**src/rtl/lane_collector.sv**
```systemverilog
// Collects strobed demux lanes into one-entry slots and drains them round-robin
// onto a valid/ready byte output. Optional overflow flags: LANE_COLLECTOR_OVF_EN.
module lane_collector (
    input  logic       clk,
    input  logic       rst,
    input  logic [7:0] A,
    input  logic [7:0] B,
    input  logic [7:0] C,
    input  logic [7:0] D,
    input  logic [1:0] sel,
    input  logic       wr_en,
    output logic [7:0] out_data,
    output logic [1:0] out_lane,
    output logic       out_valid,
    input  logic       out_ready,
    output logic [2:0] pending,
    output logic [3:0] ovf,
    input  logic       ovf_clr
);

    logic [7:0] slot_data [4];
    logic [3:0] slot_vld;
    logic [1:0] rr;

    logic       grant;
    logic       gnt_found;
    logic [1:0] gnt_idx;
    logic [1:0] idx;
    logic [7:0] wr_data;
    logic       wr_ok;
    logic       drop;
    logic [3:0] vld_nxt;

    // Round-robin search starting at rr; a slot being granted may be rewritten
    // in the same cycle, which is why the write check looks at the grant.
    always_comb begin
        gnt_found = 1'b0;
        gnt_idx   = rr;
        idx       = rr;
        for (int k = 0; k < 4; k++) begin
            idx = rr + k[1:0];
            if (!gnt_found && slot_vld[idx]) begin
                gnt_found = 1'b1;
                gnt_idx   = idx;
            end
        end
        grant = gnt_found && (!out_valid || out_ready);

        case (sel)
            2'd0:    wr_data = A;
            2'd1:    wr_data = B;
            2'd2:    wr_data = C;
            default: wr_data = D;
        endcase

        wr_ok = wr_en && (!slot_vld[sel] || (grant && (gnt_idx == sel)));
        drop  = wr_en && !wr_ok;

        vld_nxt = slot_vld;
        if (grant) begin
            vld_nxt[gnt_idx] = 1'b0;
        end
        if (wr_ok) begin
            vld_nxt[sel] = 1'b1;
        end
    end

    always_ff @(posedge clk) begin
        if (rst) begin
            for (int i = 0; i < 4; i++) begin
                slot_data[i] <= 8'h00;
            end
            slot_vld  <= 4'b0000;
            rr        <= 2'd0;
            pending   <= 3'd0;
            out_data  <= 8'h00;
            out_lane  <= 2'd0;
            out_valid <= 1'b0;
        end else begin
            slot_vld <= vld_nxt;
            if (wr_ok) begin
                slot_data[sel] <= wr_data;
            end
            pending <= {2'b00, vld_nxt[0]} + {2'b00, vld_nxt[1]}
                     + {2'b00, vld_nxt[2]} + {2'b00, vld_nxt[3]};
            if (grant) begin
                out_data  <= slot_data[gnt_idx];
                out_lane  <= gnt_idx;
                out_valid <= 1'b1;
                rr        <= gnt_idx + 2'd1;
            end else if (out_ready) begin
                out_valid <= 1'b0;
            end
        end
    end

`ifdef LANE_COLLECTOR_OVF_EN
    logic [3:0] drop_vec;

    assign drop_vec = drop ? (4'b0001 << sel) : 4'b0000;

    // A fresh overflow wins over a simultaneous clear.
    always_ff @(posedge clk) begin
        if (rst) begin
            ovf <= 4'b0000;
        end else begin
            ovf <= (ovf_clr ? 4'b0000 : ovf) | drop_vec;
        end
    end
`else
    logic unused_ovf_inputs;

    assign unused_ovf_inputs = ovf_clr | drop;
    assign ovf               = 4'b0000;
`endif

endmodule
```
**config.mk**
```make
export PLATFORM = sky130hd
export DESIGN_NAME = lane_collector
export DESIGN_NICKNAME = d
export VERILOG_FILES = /design/src/rtl/lane_collector.sv
export SDC_FILE = /design/constraint.sdc
export NUM_CORES = 1
export LEC_CHECK = 0
export CAP_MARGIN = 30
export CORE_MARGIN = 2
export CORE_UTILIZATION = 40
export DETAILED_ROUTE_END_ITERATION = 7
export HOLD_SLACK_MARGIN = 0.08
export PLACE_DENSITY = 0.72
export SLEW_MARGIN = 5
export SYNTH_ARGS = -nofsm -noshare
export SYNTH_HDL_FRONTEND = slang
export SYNTH_SLANG_ARGS = --single-unit
```
**constraint.sdc**
```tcl
create_clock -name clk -period 4.12 [get_ports clk]
set_input_delay 0.412 -clock clk [delete_from_list [all_inputs] [get_ports clk]]
set_output_delay 0.412 -clock clk [all_outputs]
set_load 0.005 [all_outputs]
```
**Word level (Yosys, flattened, before mapping)**

Memories as Yosys holds them, arrays and structs flattened. A register that Yosys moved wholly into a read port is not among the register bits.
Cells that the tools add are included.
Widths: inputs -> output; s select.

- Memories kept: 1
- Bits of input ports: 39
- Register bits: 12
- Output and inout bits: 18
- Logic and storage cells: 79
- Memory bits (writable): 32

Memory list:

| name | depth | width | read ports | clocked after memory_dff | write ports | line | text |
|---|---|---|---|---|---|---|---|
| slot_data | 4 | 8 | 1 | 1 | 4 | 21 | `logic [7:0] slot_data [4];` |

- Mux-type cells: 34
- Reduce and logical (&&, ||, !) cells: 18
- Equal/unequal tests: 3
- Order comparisons: 8
- Bitwise operators: 3
- $add $sub $neg: 7

Operators by type and width:

| cell | count |
|---|---|
| $pmux 8 s3 | 1 |
| $mux 1 | 19 |
| $lt 2x3->1 const B | 6 |
| $bmux 1 s2 | 5 |
| $logic_and 1x1->1 | 8 |
| $mux 2 | 4 |
| $mux 4 | 2 |
| $mux 8 | 1 |
| $reduce_or 8->1 | 1 |
| $logic_not 1->1 | 5 |
| $add 2x1->2 const B | 2 |
| $add 2x2->2 const B | 2 |
| $and 4x4->4 | 1 |
| $demux 1 s2 | 2 |
| $ge 2x1->1 const B | 2 |
| $not 4->4 | 1 |
| $or 4x4->4 | 1 |
| $add 2x1->3 | 1 |
| $add 3x1->3 | 1 |
| $add 1x1->2 | 1 |
| $eq 2x1->1 const B | 1 |
| $eq 2x2->1 | 1 |
| $eq 2x2->1 const B | 1 |
| $logic_not 2->1 | 1 |
| other kinds (2) | 3 |

**Longest topological paths before layout**

Gate-level depths: netlist of run 1.

- Word-level depth: 24
- Depth in mapped cells: 14

**Worst setup path after synthesis of run 1**

OpenSTA, ideal clock, no wires.

- Path kind: reg2reg
- From: reg slot_vld[0]
- To: reg pending[1]
- Setup time: 0.114 ns
- Path buffers: 2
- Data arrival time: 2.701 ns
- Stages on the path, launching flop included: 15
- Path slack: 1.305 ns
- Path through: dfxtp_1 > buf_4 > nor2b_4 > a21oi_2 > o221ai_4 > buf_6 > inv_1 > ha_1 > nand2_1 > nand2_1 > a31oi_1 > fa_1 > ha_1 > ha_1 > nor2b_1

- Word-level cells in the longest chain between the ends: 24
- Elaborated cells between the ends (all ways): 42

Ends and longest elaborated chain:

| what | line | text |
|---|---|---|
| start, declared | 22 | `logic [3:0] slot_vld;` |
| start signal, assigned | 80 | `slot_vld <= vld_nxt;` |
| $bmux 1 s2 | 42 | `if (!gnt_found && slot_vld[idx]) begin` |
| $mux 1 (not written as such) | 42 |  |
| $mux 1 | 42 |  |
| $logic_not 1->1 | 42 |  |
| $logic_and 1x1->1 | 42 |  |
| $mux 1 | 42 |  |
| $logic_not 1->1 | 42 |  |
| $logic_and 1x1->1 | 42 |  |
| [4 not listed] | n/a |  |
| via gnt_idx[0] | 27 | `logic [1:0] gnt_idx;` |
| [5 not listed] | n/a |  |
| $and 4x4->4 (no line) | n/a |  |
| $mux 4 | 60 | `if (grant) begin` |
| $or 4x4->4 (no line) | n/a |  |
| $mux 4 * | 63 | `if (wr_ok) begin` |
| via vld_nxt[1] | 32 | `logic [3:0] vld_nxt;` |
| $add 1x1->2 * | 84 | `pending <= {2'b00, vld_nxt[0]} + {2'b00, vld_nxt[1]}` |
| $add 2x1->3 * | 85 | `+ {2'b00, vld_nxt[2]} + {2'b00, vld_nxt[3]};` |
| $add 3x1->3 * | 85 |  |
| end signal, assigned | 84 |  |
| end, declared | 16 | `output logic [2:0] pending,` |

Mark *: on every way through the listed nets, which the timed path passes. The rest lies on a longest branch. The select of a mux whose other input is x is not followed.
A chain may end at the register's enable or synchronous reset.

**Final worst setup path of run 1**

- From: reg slot_vld[0]
- To: reg pending[1]

- Elaborated cells between the ends (all ways): 42

RTL lines:

| what | line |
|---|---|
| $bmux 1 s2 | 42 |
| $mux 1 (not written as such) | 42 |
| $mux 1 | 42 |
| $logic_not 1->1 | 42 |
| $logic_and 1x1->1 | 42 |
| $mux 1 | 42 |
| $logic_not 1->1 | 42 |
| $logic_and 1x1->1 | 42 |
| [8 not listed] | n/a |
| $not 4->4 (no line) | n/a |
| $and 4x4->4 (no line) | n/a |
| $mux 4 | 60 |
| $or 4x4->4 (no line) | n/a |
| $mux 4 * | 63 |
| via vld_nxt[2] | 32 |
| $add 2x1->3 * | 85 |
| $add 3x1->3 * | 85 |

Marks and branches as above.

==> results of run 1 <==
logic make-up after synthesis:
kind of cell / count (synthesis) / synth area share (%)
DFF: 52 / 45.9
buffers and inverters: 33 / 5.78
adders and majority gates: 7 / 3.21
AOI/OAI and AO/OA: 40 / 9.79
muxes: 18 / 12.9
xor gates and xnor gates: 2 / 1.10
and+or+nand+nor: 114 / 21.3
other: 1 / 0.126
cell usage in the layout, fill, tap and decap left out, types with 3 or more instances in the layout:
cell type and n:
conb_1 4, or4bb_1 8, ha_1 6, nand2b_1 3, dfxtp_1 20, nand2_1 35
nor2b_1 8, inv_1 4, clkdlybuf4s50_1 51, mux4_2 16, a21oi_1 19, o21ai_0 4
buf_4 8, nand4b_1 16, nor2_1 37, edfxtp_1 32, clkbuf_8 5
report_power, final:
group / switching (uW) / internal, uW
Clock: 159 / 180
Sequential: 21.8 / 594
Combinational: 160 / 162
worst min path at each step:
stage / start / end / slack (ns)
floorplan: out_data[0] / out_data[0] / 0.45
global placement: out_data[2] / out_data[2] / 0.44
detailed placement: out_data[2] / out_data[2] / 0.45
CTS: out_data[2] / out_data[2] / 0.46
global route: out_data[4] / out_data[4] / 0.49
finish: out_data[2] / out_data[2] / 0.46
state kept, by name, indices dropped and copies added (netlist names):
| signal | cells |
|---|---|
| slot_vld | 4 |
| out_data | 8 |
| out_lane | 2 |
| pending | 3 |
| rr | 2 |
| slot_data | 32 |
| out_valid | 1 |
tightest hold or removal path: stages (launching register included):
cell and delay (ns):
dfxtp_1 0.32, nand2_1 0.05, a21oi_1 0.05
area by class of cell:
cell class / count / area, um2 / share of cell area [%]
tap: 99 / 124 / 3.41
clock buffer: 6 / 72.6 / 2.00
timing repair buffer: 59 / 571 / 15.7
clock inverter: 2 / 35.0 / 0.966
sequential: 52 / 1360 / 37.5
multi-input combinational: 185 / 1450 / 39.8
inverter: 5 / 18.8 / 0.517
through the flow:
stage                     util [%]  setup WS (ns)  power (uW)
final                         50.3          0.776        1280
after global routing          50.3          0.481        1350
after CTS                     50.1          0.733        1290
after detailed placement      48.6          0.664         951
after global placement        48.6          0.725         942
after floorplan                  -           1.31         845
metal layers:
| metal | track usage (%) | vias to the layer above | part of all wire [%] |
|---|---|---|---|
| met2 | 25.4 | 59 | 50 |
| met5 | 0 | - | 0 |
| met1 | 19.3 | 973 | 44 |
| met4 | 6.41 | 0 | 1.6 |
| met3 | 3.19 | 4 | 4.5 |
| li1 | - | 1048 | - |
==> results.sh, run 1 <==
export IMPL_status="completed"
export IMPL_drv_slew=0
export IMPL_cp_depth=9
export IMPL_min_delay_path_depth=2
export IMPL_placed_area_um2=3500
export IMPL_dr_first_iter_drc_count=81
export IMPL_synthTopCellsByCount="nor2_1, nand2_1, edfxtp_1, dfxtp_1, a21oi_1"
export IMPL_hold_class="reg2reg"
export IMPL_rr_worst_depth=9
export IMPL_crit_buf_inv=0
export IMPL_power_density_nw_per_um2=352
export IMPL_die_x_um=90.1
export IMPL_syn_area_um2=2970
export IMPL_clk_latency_ns=0.30
export IMPL_finalNetCount=354
export IMPL_synth_ff_type="edfxtp_1"
export IMPL_route_detailed_drc=0
export IMPL_viasPerCell=5.11
export IMPL_finalSetupTns_ns=0
export IMPL_cp_top_family="compound AO/OA/AOI/OAI gates"
export IMPL_cp_common_cell="ha_1"
export IMPL_grtUsageTotal_pct=15.2
export IMPL_cts_hold_fix_buffers=0
export IMPL_setup_viol=0
export IMPL_final_cells=408
export IMPL_hold_violations=0
export IMPL_fin_area_um2=3630
export IMPL_ys_seq_elements=52
export IMPL_rsz0062_at_grt="false"
export IMPL_vias=2084
export IMPL_end_kind="flip-flop"
export IMPL_synth_edf_count=32
export IMPL_synth_cells=267
export IMPL_cellLeakagePower_uw=0.00130
export IMPL_overflow=0
export IMPL_port_buffer_count=51
export IMPL_max_slew_worst_pin_slew_ns=0.845
export IMPL_tritoncts="built"
export IMPL_crit_arrival_ns=3.53
export IMPL_slew_headroom_pct=43.7
export IMPL_synth_top_cells_by_area="edfxtp_1, dfxtp_1, mux4_2"
export IMPL_fmax_ghz=0.299
export IMPL_critPathMaxStageDelay_ns=0.76
export IMPL_fin_crit_ns=3.34
export IMPL_diodes=0
export IMPL_drt_pass1_iter_count=4
export IMPL_cts_resized=0
export IMPL_place_inst=398
export IMPL_fin_crit_sh_pct=81.2
export IMPL_cp_cell_sequence="nor2b_4 > a21oi_2 > o221ai_4 > xor2_2 > a31oi_4 > o21ai_0 > ha_1 > ha_1 > nor2b_1"
export IMPL_hpwl_mm=4.29
export IMPL_grt_pass1_wl_mm=9.88
export IMPL_ir_drop_mv=0.148
export IMPL_cts_buffer_depth=2
export IMPL_numCtsBuffers=5
export IMPL_yosysTopAreaCellShare_pct=32.4
export IMPL_fin_hold_ws_ns=0.458
export IMPL_reg2reg_to="pending[1]"
export IMPL_fillCellCount=667
export IMPL_cp_data_required_time_ns=4.31
export IMPL_ant_nets=0
export IMPL_yosysSeqAreaShare_pct=45.9
export IMPL_cts_setup_buffers=0
export IMPL_yosysUniqueCellTypes=44
export IMPL_start_util_pct=41.1
export IMPL_grt_max_degree=35
export IMPL_fin_skew_ns=0.00720
export IMPL_wl_mm=5.98
export IMPL_core_area_um2=7210
export IMPL_synth_most_common_cell="nor2_1"
export IMPL_die_area_um2=8120
export IMPL_synth_top_area_cell="edfxtp_1"
export IMPL_htreeDepth=2
export IMPL_async_flop_share_pct=0
export IMPL_maxCapViolCount=0
export IMPL_reg2reg_from="slot_vld[0]"
export IMPL_synth_warning_count=0
export IMPL_clkTransAtPathRegs_ns=0.09
export IMPL_syn_area_per_cell_um2=11.1
export IMPL_r2r_slack_ns=0.78
export IMPL_wire_per_inst_um=14.7
export IMPL_crit_fanout=34
export IMPL_critPathKind="reg2reg"
export IMPL_cts_sinks=52
export IMPL_startpoint="slot_vld[0]"
export IMPL_dieHeight_um=90.1
export IMPL_antenna_found_initial=0
export IMPL_grt_pass1_vias=2100
export IMPL_startpoint_type="flip-flop"
export IMPL_gp_congestion=0.846
export IMPL_io_pin_count=57
export IMPL_layout_drive_gt1_share_pct=13.6
export IMPL_crit_path_end="pending[1]"
export IMPL_crit_slowest_cell="a31oi_4"
export IMPL_area_delta_synth_final_pct=22.3
export IMPL_cts_root_buf="clkbuf_8"
export IMPL_row_count=31
(Power assumes the default switching activity.)
==> run 2: changes to the inputs <==
==> constraint.sdc (replaced) <==
create_clock -name clk -period 3.46 [get_ports clk]
set_input_delay 0.346 -clock clk [delete_from_list [all_inputs] [get_ports clk]]
set_output_delay 0.346 -clock clk [all_outputs]
set_load 0.005 [all_outputs]
==> run 2 against run 1 <==
Combinational power rose by 20%. Hold slack better by 0.0011 ns. Clock-buffer cell count did not move. Sequential power increased by 19%. Routed wire length shrank 1.8%. Sequential share of layout area decreased by 0.30 points. Critical endpoint unchanged. First-iteration DRC count rose by 48%.
==> results.sh, run 2 (same netlist as run 1, synthesis figures left out) <==
export IMPL_status="completed"
export IMPL_hpwl_mm=4.28
export IMPL_row_count=31
export IMPL_core_area_um2=7210
export IMPL_critPathKind="reg2reg"
export IMPL_crit_buf_inv=1
export IMPL_cts_sinks=52
export IMPL_internal_power_uw=1140
export IMPL_fin_crit_sh_pct=90.3
export IMPL_multi_input_area_um2=1450
export IMPL_die_area_um2=8120
export IMPL_io_pin_count=57
export IMPL_cts_root_buf="clkbuf_8"
export IMPL_drv_slew=0
export IMPL_final_core_util_pct=50.7
export IMPL_startpoint_type="flip-flop"
export IMPL_fillCellCount=660
export IMPL_viasPerCell=5.15
export IMPL_rsz0062_at_grt="false"
export IMPL_seq_area_um2=1360
export IMPL_fin_crit_ns=3.13
export IMPL_ir_drop_mv=0.159
export IMPL_overflow=0
export IMPL_p_seq_share_pct=47.0
export IMPL_cts_resized=0
export IMPL_final_cell_mix="clkdlybuf4s50_1, nor2_1, nand2_1"
export IMPL_antenna_found_initial=0
export IMPL_cts_hold_fix_buffers=0
export IMPL_port_buffer_count=51
export IMPL_end_kind="flip-flop"
export IMPL_dr_first_iter_drc_count=120
export IMPL_cp_cell_sequence="a21oi_1 > o22a_1 > o22ai_2 > inv_2 > xnor2_2 > nand3_2 > a31oi_1 > fa_1 > ha_1 > ha_1 > nor2b_1"
export IMPL_diodes=0
export IMPL_layout_drive_gt1_share_pct=14.5
export IMPL_start_util_pct=41.1
export IMPL_drt_pass1_iter_count=4
export IMPL_dieHeight_um=90.1
export IMPL_cts_buffer_depth=2
export IMPL_clock_power_share_pct=28.3
export IMPL_clkTransAtPathRegs_ns=0.09
export IMPL_grt_pass1_wl_mm=10.0
export IMPL_largest_reg_flops=32
export IMPL_cp_common_cell="ha_1"
export IMPL_cp_top_family="adder cells"
export IMPL_crit_slowest_cell="dfxtp_1"
export IMPL_p_comb_share_pct=24.7
export IMPL_finalSetupTns_ns=0
export IMPL_hold_class="reg2reg"
export IMPL_grt_max_degree=35
export IMPL_regMostFlops="slot_data"
export IMPL_crit_arrival_ns=3.33
export IMPL_setup_viol=0
export IMPL_gp_congestion=0.798
export IMPL_vias=2110
export IMPL_maxCapViolCount=0
export IMPL_finalNetCount=356
export IMPL_route_detailed_drc=0
export IMPL_p_switching_uw=419
export IMPL_sw_frac_of_total_pct=26.8
export IMPL_fin_skew_ns=0.00398
export IMPL_ant_nets=0
export IMPL_grt_pass1_vias=1988
export IMPL_critPathMaxStageDelay_ns=0.51
export IMPL_wire_per_inst_um=14.3
export IMPL_numCtsBuffers=5
export IMPL_area_delta_synth_final_pct=23.2
export IMPL_cellLeakagePower_uw=0.00131
export IMPL_cts_setup_buffers=0
export IMPL_reg_top3="slot_data (32), out_data (8), slot_vld (4)"
export IMPL_power_density_nw_per_um2=427
export IMPL_fmax_ghz=0.320
export IMPL_die_x_um=90.1
export IMPL_final_common_cell="clkdlybuf4s50_1"
export IMPL_grtUsageTotal_pct=15.2
export IMPL_wl_mm=5.88
export IMPL_p_total_uw=1560
export IMPL_hold_violations=0
export IMPL_htreeDepth=2
export IMPL_clk_latency_ns=0.31
export IMPL_cp_data_required_time_ns=3.66
export IMPL_tritoncts="built"
export IMPL_crit_fanout=12
[run 2: cell count changes in the layout (fill, tap and decap cells not counted), sizes merged]
cell	previous run	this run
buf	8	10
[run 2: routing by layer]
| metal | vias to the layer above | routed length (um) | share of wire (%) | GRT usage [%] |
|---|---|---|---|---|
| met3 | 8 | 331 | 5.6 | 3.44 |
| li1 | 1050 | - | - | - |
| met2 | 59 | 2880 | 49 | 24.7 |
| met5 | - | 0 | 0 | 0 |
| met4 | 0 | 96 | 1.6 | 5.26 |
| met1 | 993 | 2570 | 44 | 20.1 |
[run 2: tightest hold or removal path, stage by stage, from the launching register on]
cell	delay, ns
dfxtp_1	0.32
nand2_1	0.05
a21oi_1	0.05
[run 2: final cells by class]
type / instances / area share, %
multi-input combinational: 185 / 39.5
tap: 99 / 3.39
clock buffer: 6 / 2.26
clock inverter: 2 / 1.06
inverter: 5 / 0.513
timing repair buffer: 61 / 16.0
sequential: 52 / 37.2
[run 2: metrics by stage]
step	hold WS [ns]	worst slack [ns]	std cells	cell area (um2)
global placement	0.445	0.409	402	3530
floorplan	0.418	0.645	270	2980
detailed placement	0.452	0.357	402	3530
finish	0.459	0.334	410	3660
global route	0.478	0.0883	410	3660
CTS	0.465	0.322	410	3660
[run 2: worst paths after layout]
kind	startpoint	end	slack [ns]	depth (start not counted)
setup / recovery	slot_vld[0]	pending[1]	0.33	11
hold / removal	out_data[0]	out_data[0]	0.46	2
setup reg to reg	slot_vld[0]	pending[1]	0.33	11
hold reg to reg	out_data[0]	out_data[0]	0.46	2
[run 2: power groups by stage]
stage / logic [uW] / registers [uW] / clock network (uW)
after floorplan: 266 / 740 / 0
after global placement: 384 / 745 / 0
after detailed placement: 390 / 749 / 0
after CTS: 391 / 734 / 450
after global routing: 427 / 740 / 479
final: 385 / 733 / 442
